### config.mk
export PLATFORM = sky130hd
export DESIGN_NAME = i2c_reg_slave
export DESIGN_NICKNAME = d
export VERILOG_FILES = /design/src/rtl/dice_pkg.sv /design/src/rtl/i2c_line_cond.sv /design/src/rtl/i2c_reg_slave.sv
export SDC_FILE = /design/constraint.sdc
export NUM_CORES = 1
export LEC_CHECK = 0
export CORE_ASPECT_RATIO = 0.6
export CORE_MARGIN = 2
export CORE_UTILIZATION = 51
export DETAILED_ROUTE_END_ITERATION = 7
export PLACE_DENSITY = 0.8
export SLEW_MARGIN = 20
export SYNTH_ARGS = -nofsm -noshare
export SYNTH_HDL_FRONTEND = slang
export SYNTH_HIERARCHICAL = 1
export SYNTH_SLANG_ARGS = --single-unit
### constraint.sdc
create_clock -name clk -period 1.9 [get_ports clk]
set_input_delay 0.475 -clock clk [delete_from_list [all_inputs] [get_ports clk]]
set_output_delay 0.475 -clock clk [all_outputs]
set_load 0.05 [all_outputs]
### src/rtl/dice_pkg.sv
// Shared types and constants for the dice core's I2C register front end.
package dice_pkg;

    typedef enum logic [3:0] {
        IDLE     = 4'd0,
        ADDR     = 4'd1,
        ACK_ADDR = 4'd2,
        SUB      = 4'd3,
        ACK_SUB  = 4'd4,
        WDATA    = 4'd5,
        ACK_WR   = 4'd6,
        RDATA    = 4'd7,
        MACK     = 4'd8,
        IGNORE   = 4'd9
    } i2c_state_t;

    localparam logic [6:0] I2C_DEV_ADDR_DEFAULT = 7'h70;

endpackage

### src/rtl/i2c_line_cond.sv
// Synchroniser plus glitch filter for one I2C line; emits filtered level and
// registered single-cycle rise/fall pulses.
module i2c_line_cond #(
    parameter int SYNC_STAGES = 2,
    parameter int FILT_LEN    = 3
) (
    input  logic clk,
    input  logic rst_n,
    input  logic raw,
    output logic level,
    output logic rise,
    output logic fall
);

    localparam int CW = (FILT_LEN > 1) ? $clog2(FILT_LEN) : 1;

    logic [SYNC_STAGES-1:0] sync_q;
    logic [CW-1:0]          cnt;
    logic                   level_q;
    logic                   sync_out;

    assign sync_out = sync_q[SYNC_STAGES-1];

    // Idle bus is high, so everything resets to 1 to avoid a false edge.
    always_ff @(posedge clk or negedge rst_n) begin
        if (!rst_n) begin
            sync_q  <= '1;
            cnt     <= '0;
            level   <= 1'b1;
            level_q <= 1'b1;
            rise    <= 1'b0;
            fall    <= 1'b0;
        end else begin
            sync_q  <= {sync_q[SYNC_STAGES-2:0], raw};
            level_q <= level;
            rise    <= level & ~level_q;
            fall    <= ~level & level_q;
            if (sync_out == level) begin
                cnt <= '0;
            end else if (cnt == CW'(FILT_LEN - 1)) begin
                level <= sync_out;
                cnt   <= '0;
            end else begin
                cnt <= cnt + 1'b1;
            end
        end
    end

endmodule

### src/rtl/i2c_reg_slave.sv
// I2C target bridging the SCL/SDA pads to the dice control/status registers:
// write strobes with auto-incrementing sub-address, reads from a combinational port.
module i2c_reg_slave
    import dice_pkg::*;
#(
    parameter logic [6:0] DEV_ADDR    = I2C_DEV_ADDR_DEFAULT,
    parameter int         SYNC_STAGES = 2,
    parameter int         FILT_LEN    = 3
) (
    input  logic       clk,
    input  logic       rst_n,
    input  logic       ena,
    input  logic       scl_in,
    input  logic       sda_in,
    output logic       sda_oe,
    output logic [7:0] reg_addr,
    output logic [7:0] wr_data,
    output logic       wr_stb,
    input  logic [7:0] rd_data,
    output logic       rd_stb,
    output logic       busy
);

    logic       scl_lvl, scl_rise, scl_fall;
    logic       sda_lvl, sda_rise, sda_fall;
    logic       start_det, stop_det;
    logic [7:0] shift;
    logic [7:0] rx_byte;
    logic [3:0] bit_cnt;
    logic       rw;
    logic       load_pend;
    i2c_state_t state;

    i2c_line_cond #(.SYNC_STAGES(SYNC_STAGES), .FILT_LEN(FILT_LEN)) u_scl (
        .clk   (clk),
        .rst_n (rst_n),
        .raw   (scl_in),
        .level (scl_lvl),
        .rise  (scl_rise),
        .fall  (scl_fall)
    );

    i2c_line_cond #(.SYNC_STAGES(SYNC_STAGES), .FILT_LEN(FILT_LEN)) u_sda (
        .clk   (clk),
        .rst_n (rst_n),
        .raw   (sda_in),
        .level (sda_lvl),
        .rise  (sda_rise),
        .fall  (sda_fall)
    );

    assign start_det = sda_fall & scl_lvl;
    assign stop_det  = sda_rise & scl_lvl;
    assign rx_byte   = {shift[6:0], sda_lvl};

    always_ff @(posedge clk or negedge rst_n) begin
        if (!rst_n) begin
            state     <= IDLE;
            sda_oe    <= 1'b0;
            reg_addr  <= '0;
            wr_data   <= '0;
            wr_stb    <= 1'b0;
            rd_stb    <= 1'b0;
            busy      <= 1'b0;
            shift     <= '0;
            bit_cnt   <= '0;
            rw        <= 1'b0;
            load_pend <= 1'b0;
        end else begin
            wr_stb <= 1'b0;
            rd_stb <= 1'b0;
            if (!ena) begin
                state     <= IDLE;
                sda_oe    <= 1'b0;
                busy      <= 1'b0;
                bit_cnt   <= '0;
                load_pend <= 1'b0;
            end else if (stop_det) begin
                state     <= IDLE;
                sda_oe    <= 1'b0;
                busy      <= 1'b0;
                load_pend <= 1'b0;
            end else if (start_det) begin
                state     <= ADDR;
                sda_oe    <= 1'b0;
                busy      <= 1'b0;
                bit_cnt   <= '0;
                load_pend <= 1'b0;
            end else begin
                case (state)
                    IDLE: ;
                    ADDR: if (scl_rise) begin
                        shift <= rx_byte;
                        if (bit_cnt == 4'd7) begin
                            bit_cnt <= '0;
                            rw      <= sda_lvl;
                            if (shift[6:0] == DEV_ADDR) begin
                                busy  <= 1'b1;
                                state <= ACK_ADDR;
                            end else begin
                                state <= IGNORE;
                            end
                        end else begin
                            bit_cnt <= bit_cnt + 4'd1;
                        end
                    end
                    // ACK states: first SCL fall pulls SDA low, the next one ends the ACK.
                    ACK_ADDR: if (scl_fall) begin
                        if (!sda_oe) begin
                            sda_oe <= 1'b1;
                        end else if (!rw) begin
                            sda_oe <= 1'b0;
                            state  <= SUB;
                        end else begin
                            shift   <= {rd_data[6:0], 1'b0};
                            sda_oe  <= ~rd_data[7];
                            rd_stb  <= 1'b1;
                            bit_cnt <= 4'd1;
                            state   <= RDATA;
                        end
                    end
                    SUB: if (scl_rise) begin
                        shift <= rx_byte;
                        if (bit_cnt == 4'd7) begin
                            bit_cnt  <= '0;
                            reg_addr <= rx_byte;
                            state    <= ACK_SUB;
                        end else begin
                            bit_cnt <= bit_cnt + 4'd1;
                        end
                    end
                    ACK_SUB: if (scl_fall) begin
                        if (!sda_oe) begin
                            sda_oe <= 1'b1;
                        end else begin
                            sda_oe <= 1'b0;
                            state  <= WDATA;
                        end
                    end
                    WDATA: if (scl_rise) begin
                        shift <= rx_byte;
                        if (bit_cnt == 4'd7) begin
                            bit_cnt <= '0;
                            wr_data <= rx_byte;
                            wr_stb  <= 1'b1;
                            state   <= ACK_WR;
                        end else begin
                            bit_cnt <= bit_cnt + 4'd1;
                        end
                    end
                    ACK_WR: if (scl_fall) begin
                        if (!sda_oe) begin
                            sda_oe <= 1'b1;
                        end else begin
                            sda_oe   <= 1'b0;
                            reg_addr <= reg_addr + 8'd1;
                            state    <= WDATA;
                        end
                    end
                    RDATA: if (scl_fall) begin
                        if (bit_cnt == 4'd8) begin
                            sda_oe  <= 1'b0;
                            bit_cnt <= '0;
                            state   <= MACK;
                        end else begin
                            sda_oe  <= ~shift[7];
                            shift   <= {shift[6:0], 1'b0};
                            bit_cnt <= bit_cnt + 4'd1;
                        end
                    end
                    // rd_data follows reg_addr combinationally, so the reload waits one cycle
                    // after the increment to pick up the next register.
                    MACK: begin
                        if (load_pend) begin
                            load_pend <= 1'b0;
                            shift     <= rd_data;
                            rd_stb    <= 1'b1;
                            bit_cnt   <= '0;
                            state     <= RDATA;
                        end else if (scl_rise) begin
                            if (!sda_lvl) begin
                                reg_addr  <= reg_addr + 8'd1;
                                load_pend <= 1'b1;
                            end else begin
                                state <= IGNORE;
                            end
                        end
                    end
                    IGNORE: sda_oe <= 1'b0;
                    default: begin
                        state  <= IDLE;
                        sda_oe <= 1'b0;
                    end
                endcase
            end
        end
    end

endmodule
==> results.sh, run 1 <==
export IMPL_status="finished with violations"
export IMPL_failed_checks="setup timing"
export IMPL_r2r_start="state[1]"
export IMPL_syn_area_per_cell_um2=10.1
export IMPL_r2r_slack_ns=-0.11
export IMPL_synthArstFlopShare_pct=100
export IMPL_synth_edf_count=0
export IMPL_synthTopCellsByArea="dfrtp_1 37%, dfstp_2 6.7%, mux2_4 4.8%"
export IMPL_ant_nets=0
export IMPL_worstPathCellList="buf_12 -> or3b_4 -> a21o_1 -> a221o_2 -> a21oi_2 -> o22a_1"
export IMPL_drive_gt1_share_pct=41.2
export IMPL_rsz0062_at_grt="yes"
export IMPL_via_count=2978
export IMPL_cts_buffers=5
export IMPL_ys_seq_area_share_pct=43.5
export IMPL_via_per_inst=6.05
export IMPL_register_area_um2=1370
export IMPL_multiInputGateArea_um2=1850
export IMPL_stdcell_count=492
export IMPL_setup_slack_ns=-0.110
export IMPL_wl_per_cell_um=19.1
export IMPL_drt_initial_drc_count=217
export IMPL_final_area_um2=4330
export IMPL_post_dp_cell_area_um2=3900
export IMPL_cp_max_fo=12
export IMPL_pwr_share_clk_pct=16.9
export IMPL_p_comb_share_pct=41.7
export IMPL_pin_count=33
export IMPL_cts_buffer_depth=2
export IMPL_reg2reg_to="reg_addr[6]"
export IMPL_critPathMaxStageDelay_ns=0.45
export IMPL_syn_inst=311
export IMPL_synth_nets=327
export IMPL_synth_top_cell_by_area="dfrtp_1"
export IMPL_worstSetupStartpointType="register"
export IMPL_dp_cells=467
export IMPL_crit_slowest_cell="a221o_2"
export IMPL_grt_pass1_wl_um=14200
export IMPL_synth_cell_types=67
export IMPL_hp_class="primary input to async pin"
export IMPL_leakage_nw=1.91
export IMPL_dieWidth_um=105
export IMPL_relSlewSlack_pct=67.9
export IMPL_period_share_pct=106
export IMPL_grt_total_usage_pct=26.8
export IMPL_p_int_mw=2.41
export IMPL_io_buffers=32
export IMPL_nNetsFinal=423
export IMPL_wirelength_um=9420
export IMPL_fmax_mhz=497
export IMPL_nFillCells=424
export IMPL_ys_warn_count=6
export IMPL_grt_ovfl_total=0
export IMPL_h_tree_depth=2
export IMPL_synth_main_ff_cell="dfrtp_1"
export IMPL_worst_skew_pair_late_latency_ns=0.31
export IMPL_arrival_ns=2.26
export IMPL_max_cap_viol_count=0
export IMPL_clkTransAtPathRegs_ns=0.10
export IMPL_fin_crit_ns=2.01
export IMPL_drcViolationCount=0
export IMPL_antenna_found_initial=0
export IMPL_initial_core_util_pct=52.0
export IMPL_cp_required_ns=2.15
export IMPL_yosysTopAreaCellShare_pct=36.7
export IMPL_hold_viol_final=0
export IMPL_critPathKind="register to register"
export IMPL_coreArea_um2=6030
export IMPL_crit_path_start="state[1]"
export IMPL_cts_tree="done"
export IMPL_place_gp_congestion=0.911
export IMPL_ctsHoldBuffers=0
export IMPL_powerDensity_nw_per_um2=892
export IMPL_grt_max_degree=55
export IMPL_area_delta_synth_final_pct=38.3
export IMPL_antenna_cells=0
export IMPL_worstMarginPinSlew_ns=0.480
export IMPL_share_seq_of_total_power_pct=41.3
export IMPL_skew_ns=0.00693
export IMPL_die_h_um=64.7
export IMPL_clockRootBuffer="clkbuf_8"
export IMPL_syn_area_um2=3130
export IMPL_worst_r2r_path_depth=6
export IMPL_design_die_area_um2=6810
export IMPL_switching_share_pct=37.7
export IMPL_row_count=22
export IMPL_vdd_drop_max_mv=0.527
export IMPL_drt_pass1_iter_count=5
export IMPL_p_sw_mw=1.46
export IMPL_slew_violations=0
export IMPL_ys_ff_latch=54
export IMPL_cp_end_kind="register"
export IMPL_clock_sinks=54
export IMPL_grt_pass1_vias=2683
export IMPL_setup_viol=16
export IMPL_dp_hpwl_um=6250
-- power groups by stage --
| stage | registers [mW] | logic [mW] | clock network, mW |
|---|---|---|---|
| floorplan | 1.58 | 0.801 | 0 |
| global placement | 1.60 | 1.32 | 0 |
| detailed placement | 1.61 | 1.35 | 0 |
| CTS | 1.59 | 1.41 | 0.661 |
| global route | 1.63 | 1.73 | 0.715 |
| finish | 1.60 | 1.61 | 0.655 |
-- worst max-delay path, delay by kind of cell (launching register included) --
family,cells,cell delay [ns]
buffers and inverters,1,0.15
and+or+nand+nor,1,0.37
AOI/OAI and AO/OA,4,1.01
DFF,1,0.42
-- registers in the layout, summed over array words and instances, names as in the netlist --
| signal | cells |
|---|---|
| bit_cnt | 4 |
| busy | 1 |
| load_pend | 1 |
| rd_stb | 1 |
| reg_addr | 8 |
| rw | 1 |
| sda_oe | 1 |
| shift | 8 |
| state | 4 |
| u_scl/cnt | 2 |
| u_scl/fall | 1 |
| u_scl/level | 1 |
| u_scl/level_q | 1 |
| u_scl/rise | 1 |
| u_scl/sync_q | 2 |
| u_sda/cnt | 2 |
| u_sda/fall | 1 |
| u_sda/level | 1 |
| u_sda/level_q | 1 |
| u_sda/rise | 1 |
| u_sda/sync_q | 2 |
| wr_data | 8 |
| wr_stb | 1 |
-- how the worst max path moves through the flow --
stage	to	slack [ns]	cells after the start
after global placement	reg_addr[5]	-0.25	6
after global routing	reg_addr[6]	-0.15	6
after floorplan	wr_data[1]	0.02	5
final	reg_addr[6]	-0.11	6
after detailed placement	reg_addr[6]	-0.28	5
after CTS	reg_addr[6]	-0.07	6
-- stage by stage --
| step | util, % | setup TNS, ns | hold slack [ns] | power [mW] | setup slack (ns) |
|---|---|---|---|---|---|
| 2_1_floorplan | - | 0 | 0.179 | 2.38 | 0.0199 |
| 3_3_place_gp | 64.7 | -4.52 | 0.345 | 2.92 | -0.246 |
| 3_5_place_dp | 64.7 | -5.47 | 0.347 | 2.97 | -0.276 |
| 4_1_cts | 68.0 | -0.564 | 0.154 | 3.67 | -0.0680 |
| 5_1_grt | 71.9 | -2.03 | 0.165 | 4.07 | -0.152 |
| 6_report | 71.9 | -1.06 | 0.122 | 3.87 | -0.110 |
-- per-layer routing --
| metal | vias up | wire length, µm | part of all wire (%) | track usage (%) |
|---|---|---|---|---|
| met3 | 26 | 850 | 9.0 | 6.44 |
| li1 | 1346 | - | - | - |
| met1 | 1451 | 4270 | 45 | 41.9 |
| met5 | - | 0 | 0 | 0 |
| met4 | 0 | 139 | 1.5 | 4.33 |
| met2 | 155 | 4160 | 44 | 37.8 |
-- cells by family (layout without fill, tap and decap cells) --
| family | after synthesis | after routing | share of synthesized area (%) |
|---|---|---|---|
| AND/OR/NAND/NOR | 127 | 127 | 22.8 |
| AO/OA/AOI/OAI | 80 | 80 | 19.1 |
| flip-flops | 54 | 54 | 43.5 |
| multiplexers | 24 | 24 | 9.66 |
| buffers and inverters | 20 | 117 | 2.92 |
| adder cells (fa/ha/maj) | 3 | 3 | 1.20 |
| XOR/XNOR | 3 | 3 | 0.839 |
-- final cells by class --
class	instances	area share, %
sequential	54	31.5
tap	84	2.42
clock buffer	6	1.67
clock inverter	2	0.346
timing repair buffer	103	20.9
multi-input combinational	237	42.6
inverter	6	0.520
-- cells in the mapped netlist, drive strengths merged (3+ instances only) --
cell type  number
a21oi          13
a22oi           8
a31oi           4
and2            3
buf             8
clkbuf          6
dfrtp          46
dfstp           8
ha              3
inv             6
mux2           20
mux2i           4
nand2          39
nand2b          6
nand3           9
nand3b          4
nand4b          3
nor2           24
nor2b           6
nor3           12
nor3b           3
nor4b           4
o21a            5
o21ai          15
o2bb2ai         3
o31ai           4
o32ai           3
xnor2           3
-- timing repair --
item / CTS / global route
pin swaps: 10 / 23
hold endpoints to repair: 0 / 0
resized for setup: 17 / 34
buffers inserted: 6 / 11
endpoints found under the setup margin: 28 / 32
-- layout by cell type (no fill, tap or decap), types with 4 or more instances in the layout --
master | synthesis | layout
o21ai_1 | 6 | 6
clkdlybuf4s50_1 | 0 | 11
nand3_1 | 9 | 9
o21ai_0 | 9 | 5
dfstp_2 | 8 | 8
mux2i_1 | 4 | 4
mux2_4 | 10 | 10
nor2_1 | 23 | 22
buf_4 | 0 | 78
nand2_1 | 38 | 38
buf_12 | 0 | 6
buf_6 | 1 | 5
a21oi_1 | 13 | 11
nand3b_1 | 4 | 4
dfrtp_1 | 46 | 43
a22oi_1 | 8 | 8
o21a_1 | 5 | 4
mux2_2 | 9 | 9
clkbuf_8 | 0 | 5
nand2b_1 | 6 | 5
a31oi_1 | 4 | 4
inv_1 | 6 | 6
nor3_1 | 11 | 11
Power figures use the tool's default switching activity.
==> run 2: changes to the inputs <==
Settings changed: REMOVE_ABC_BUFFERS from default to 1.
==> run 2 against run 1 <==
  * The run still ends with setup timing left
  * Clock skew is 0.0015 ns higher
  * Sequential cell count unchanged
  * Die area stayed put
  * Register-to-register slack improved by 0.06 ns
  * Critical path depth decreased by 1
  * Combinational power about the same
  * Global-route usage grew 0.45 points
  * Core utilization fell by 0.27 points
  * Routed wire length shrank 3.4%
  * Final area down 0.38%
==> results.sh, run 2 (synthesized netlist as in run 1, its figures left out) <==
export IMPL_status="finished with violations"
export IMPL_failed_checks="setup timing"
export IMPL_hp_class="primary input to async pin"
export IMPL_grt_max_degree=55
export IMPL_rsz0062_at_grt="yes"
export IMPL_highest_layer="met4"
export IMPL_cp_end_kind="register"
export IMPL_area_delta_synth_final_pct=37.8
export IMPL_nNetsFinal=419
export IMPL_via_per_inst=5.96
export IMPL_largest_registers="reg_addr: 8 flops, shift: 8 flops, wr_data: 8 flops"
export IMPL_initial_core_util_pct=52.0
export IMPL_cts_buffer_depth=2
export IMPL_cts_buffers=5
export IMPL_antenna_cells=0
export IMPL_relSlewSlack_pct=72.2
export IMPL_drive_gt1_share_pct=40.8
export IMPL_fin_crit_ns=1.95
export IMPL_worstSetupStartpointType="register"
export IMPL_setup_slack_ns=-0.0472
export IMPL_hold_viol_final=0
export IMPL_post_dp_cell_area_um2=3920
export IMPL_wl_met2_um=4090
export IMPL_drt_pass1_iter_count=4
export IMPL_fmax_mhz=514
export IMPL_place_gp_congestion=0.938
export IMPL_cp_max_fo=8
export IMPL_switching_share_pct=38.1
export IMPL_worst_skew_pair_late_latency_ns=0.33
export IMPL_row_count=22
export IMPL_leakage_nw=1.89
export IMPL_cts_tree="done"
export IMPL_grt_total_usage_pct=27.3
export IMPL_p_int_mw=2.43
export IMPL_p_sw_mw=1.50
export IMPL_final_area_um2=4320
export IMPL_met3_length_um=677
export IMPL_pin_count=33
export IMPL_grt_pass1_wl_um=14500
export IMPL_drt_met1_wl_um=4180
export IMPL_design_die_area_um2=6810
export IMPL_dp_hpwl_um=6150
export IMPL_vdd_drop_max_mv=0.662
export IMPL_clock_sinks=54
export IMPL_ant_nets=0
export IMPL_slew_violations=0
export IMPL_period_share_pct=102
export IMPL_skew_ns=0.00838
export IMPL_drt_initial_drc_count=195
export IMPL_h_tree_depth=2
export IMPL_drcViolationCount=0
export IMPL_clkTransAtPathRegs_ns=0.11
export IMPL_share_seq_of_total_power_pct=39.9
export IMPL_max_cap_viol_count=0
export IMPL_nFillCells=428
export IMPL_grt_ovfl_total=0
export IMPL_die_h_um=64.7
export IMPL_powerDensity_nw_per_um2=909
export IMPL_dieWidth_um=105
export IMPL_io_buffers=32
export IMPL_critPathKind="register to register"
export IMPL_p_comb_share_pct=41.9
export IMPL_grt_pass1_vias=2876
export IMPL_total_power_mw=3.92
export IMPL_worstMarginPinSlew_ns=0.414
export IMPL_holdWs_ns=0.110
export IMPL_pwr_share_clk_pct=18.2
export IMPL_coreArea_um2=6030
export IMPL_layout_common_cells="73 x buf_4, 43 x dfrtp_1, 37 x nand2_1, 22 x nor2_1"
export IMPL_via_count=2909
export IMPL_final_common_cell="buf_4"
export IMPL_finalSetupTns_ns=-0.511
export IMPL_wl_per_cell_um=18.7
export IMPL_ctsHoldBuffers=0
export IMPL_setup_viol=20
export IMPL_cp_required_ns=2.12
export IMPL_arrival_ns=2.17
export IMPL_clockRootBuffer="clkbuf_8"
export IMPL_wirelength_um=9100
export IMPL_antenna_found_initial=0
run 2: cell types whose count changed in the layout (fill, tap and decap cells not counted), moves of 2 or more:
cell / delta
a32oi_2: -2
buf_4: -5
buf_6: +3
buf_8: -2
clkinv_4: +2
clkinvlp_4: -2
o21ai_0: +2
or2_4: -2
run 2: cell type report:
| type | instances | area [µm²] | share of cell area (%) |
|---|---|---|---|
| clock inverters | 3 | 28.8 | 0.666 |
| repair buffers | 99 | 873 | 20.2 |
| flip-flops and latches | 54 | 1370 | 31.6 |
| multi-input cells | 237 | 1850 | 42.9 |
| well taps | 84 | 105 | 2.43 |
| clock buffers | 5 | 68.8 | 1.59 |
| inverters | 6 | 22.5 | 0.522 |
run 2: power by group through the flow:
stage               registers [mW]  clock network, mW  logic, mW
global placement              1.56                  0       1.38
finish                        1.57              0.713       1.64
detailed placement            1.58                  0       1.43
CTS                           1.56              0.719       1.48
floorplan                     1.61                  0      0.738
global route                  1.59              0.772       1.77
run 2: layer usage:
metal	vias up	GRT usage [%]
li1	1336	-
met1	1425	39.8
met2	130	41.4
met3	18	5.94
met4	0	6.83
met5	-	0
run 2: critical path: stages, from the launching register on:
cell and delay, ns:
dfrtp_2 0.48, or3b_1 0.41, a21o_1 0.21, a221o_2 0.48, o21ai_2 0.16, nand3_1 0.08
run 2: path summary, 6_finish.rpt:
kind	start	slack (ns)	endpoint	depth (start not counted)
max reg2reg	state[2]	-0.05	reg_addr[2]	5
min reg2reg	u_scl/sync_q[0]	0.37	u_scl/sync_q[1]	0
max in group asynchronous	rst_n	1.49	u_sda/level	2
max	state[2]	-0.05	reg_addr[2]	5
min in group clk	u_scl/sync_q[0]	0.37	u_scl/sync_q[1]	0
min	rst_n	0.11	rd_stb	2
run 2: through the flow:
step	std cells	setup slack, ns	util, %
2_1_floorplan	297	-0.335	-
3_3_place_gp	469	-0.197	65.0
3_5_place_dp	469	-0.262	65.0
4_1_cts	483	-0.0269	68.3
5_1_grt	488	-0.118	71.6
6_report	488	-0.0472	71.6
run 2: repair_timing:
action / in CTS / in global routing
gates resized for setup: 13 / 39
endpoints found under the setup margin: 31 / 33
pin swaps: 5 / 18
setup buffers: 6 / 7
==> run 3: changes to the inputs <==
Settings changed: PLACE_DENSITY 0.8 to 0.73, REMOVE_ABC_BUFFERS 1 to default, SLEW_MARGIN 20 to default.
==> run 3 against run 2 <==
  * The flow still finishes with violations (setup timing)
  * Worst hold slack better by 0.25 ns
  * Critical path type unchanged
  * Largest power group unchanged
  * Register-to-register slack worse by 0.03 ns
  * Count of clock-buffer cells in the layout up 1
  * Core utilization increased by 0.62 points
  * Critical endpoint is now shift[7]
  * Critical path depth grew 2
  * Via count decreased by 0.28%
  * Final area increased by 0.87%
  * Combinational power is 4% lower
  * Worst setup slack worse by 0.030 ns
==> results.sh, run 3 (synthesized netlist as in run 1, its figures left out) <==
export IMPL_finalSetupTns_ns=-0.615
export IMPL_max_cap_viol_count=0
export IMPL_whs_path_depth=0
export IMPL_failed_checks="setup timing"
export IMPL_switching_share_pct=35.8
export IMPL_pre_cts_slack_ns=-0.313
export IMPL_design_die_area_um2=6810
export IMPL_grt_ovfl_total=0
export IMPL_arrival_ns=2.18
export IMPL_slew_violations=0
export IMPL_cp_end_kind="register"
export IMPL_cp_required_ns=2.11
export IMPL_die_h_um=64.7
export IMPL_coreArea_um2=6030
export IMPL_layout_common_cells="84 x buf_4, 44 x dfrtp_1, 38 x nand2_1, 22 x nor2_1"
export IMPL_initial_core_util_pct=52.0
export IMPL_place_gp_congestion=0.927
export IMPL_largest_registers="reg_addr: 8 flops, shift: 8 flops, wr_data: 8 flops"
export IMPL_share_seq_of_total_power_pct=39.9
export IMPL_dp_hpwl_um=6370
export IMPL_worstMarginPinSlew_ns=0.413
export IMPL_drt_pass1_iter_count=4
export IMPL_cp_max_fo=8
export IMPL_final_area_um2=4360
export IMPL_status="finished with violations"
export IMPL_rsz0062_at_grt="yes"
export IMPL_clockRootBuffer="clkbuf_8"
export IMPL_antenna_cells=0
export IMPL_worstSetupStartpointType="register"
export IMPL_fin_crit_ns=1.98
export IMPL_io_buffers=32
export IMPL_via_count=2901
export IMPL_relSlewSlack_pct=72.3
export IMPL_h_tree_depth=2
export IMPL_cts_tree="done"
export IMPL_grt_pass1_wl_um=14500
export IMPL_stdcell_count=496
export IMPL_final_common_cell="buf_4"
export IMPL_nNetsFinal=427
export IMPL_powerDensity_nw_per_um2=904
export IMPL_drive_gt1_share_pct=41.3
export IMPL_via_per_inst=5.85
export IMPL_vdd_drop_max_mv=0.580
export IMPL_worst_r2r_path_depth=7
export IMPL_postLayoutCoreUtil_pct=72.2
export IMPL_cts_buffers=5
export IMPL_drt_initial_drc_count=178
export IMPL_post_dp_cell_area_um2=3900
export IMPL_grt_pass1_vias=2822
export IMPL_reg2reg_to="shift[7]"
export IMPL_worstHoldStart="u_scl/sync_q[0]"
export IMPL_wl_per_cell_um=18.1
export IMPL_dieWidth_um=105
export IMPL_fmax_mhz=506
export IMPL_hold_viol_final=0
export IMPL_antenna_found_initial=0
export IMPL_ant_nets=0
export IMPL_p_int_mw=2.53
export IMPL_cts_buffer_depth=2
export IMPL_dp_cells=468
export IMPL_area_delta_synth_final_pct=39.0
export IMPL_drcViolationCount=0
export IMPL_grt_max_degree=34
export IMPL_skew_ns=0.00769
export IMPL_row_count=22
export IMPL_critPathKind="register to register"
export IMPL_register_area_um2=1360
export IMPL_hp_class="register to register"
export IMPL_total_power_mw=3.94
export IMPL_r2r_slack_ns=-0.08
export IMPL_p_sw_mw=1.41
export IMPL_multiInputGateArea_um2=1840
export IMPL_pwr_share_clk_pct=20.0
export IMPL_wirelength_um=8980
export IMPL_pin_count=33
export IMPL_setup_viol=12
export IMPL_grt_total_usage_pct=27.1
export IMPL_setup_slack_ns=-0.0769
export IMPL_r2r_start="state[3]"
export IMPL_nFillCells=440
export IMPL_period_share_pct=104
export IMPL_clkTransAtPathRegs_ns=0.09
export IMPL_min_to="u_scl/sync_q[1]"
export IMPL_worst_skew_pair_late_latency_ns=0.32
export IMPL_p_comb_share_pct=40.1
export IMPL_leakage_nw=1.93
export IMPL_clock_sinks=54
export IMPL_holdWs_ns=0.361
==> run 3: power by group through the flow <==
stage,sequential [mW],clock (mW),combinational (mW)
floorplan,1.58,0,0.801
global placement,1.57,0,1.35
detailed placement,1.58,0,1.40
CTS,1.56,0.798,1.43
global route,1.60,0.843,1.71
finish,1.57,0.788,1.58
==> run 3: what timing repair did <==
action	4_1_cts	5_1_grt
gates resized for setup	14	27
pin swaps	10	10
hold endpoints to repair	2	0
setup endpoints to repair	32	33
buffers inserted	12	7
hold buffers	1	0
==> run 3: layout make-up <==
cell class	count	area share, %
clock inverters	2	0.891
well taps	84	2.41
clock buffers	6	1.67
inverters	6	0.517
flip-flops and latches	54	31.3
multi-input cells	237	42.2
repair buffers	107	21.0
==> run 3: metal layers <==
metal  GRT usage, %  vias to the layer above  share of wire (%)
met4           5.00                        0                1.1
met3           4.93                       15                7.0
met5              0                        -                  0
met2           39.4                      107                 44
li1               -                     1354                  -
met1           42.4                     1425                 48
==> run 3: how the worst max path moves through the flow <==
stage	start	endpoint	slack, ns
detailed placement	ena	state[0]	-0.31
floorplan	bit_cnt[0]	wr_data[1]	0.02
global route	state[3]	reg_addr[2]	-0.09
CTS	state[3]	shift[7]	-0.02
global placement	ena	reg_addr[5]	-0.21
finish	state[3]	shift[7]	-0.08
==> run 3: critical path: stages (launching register included) <==
cell,delay [ns]
dfrtp_2,0.43
buf_6,0.15
xnor2_2,0.13
o32ai_2,0.34
o211a_4,0.25
o311ai_4,0.11
buf_12,0.17
mux2_4,0.29
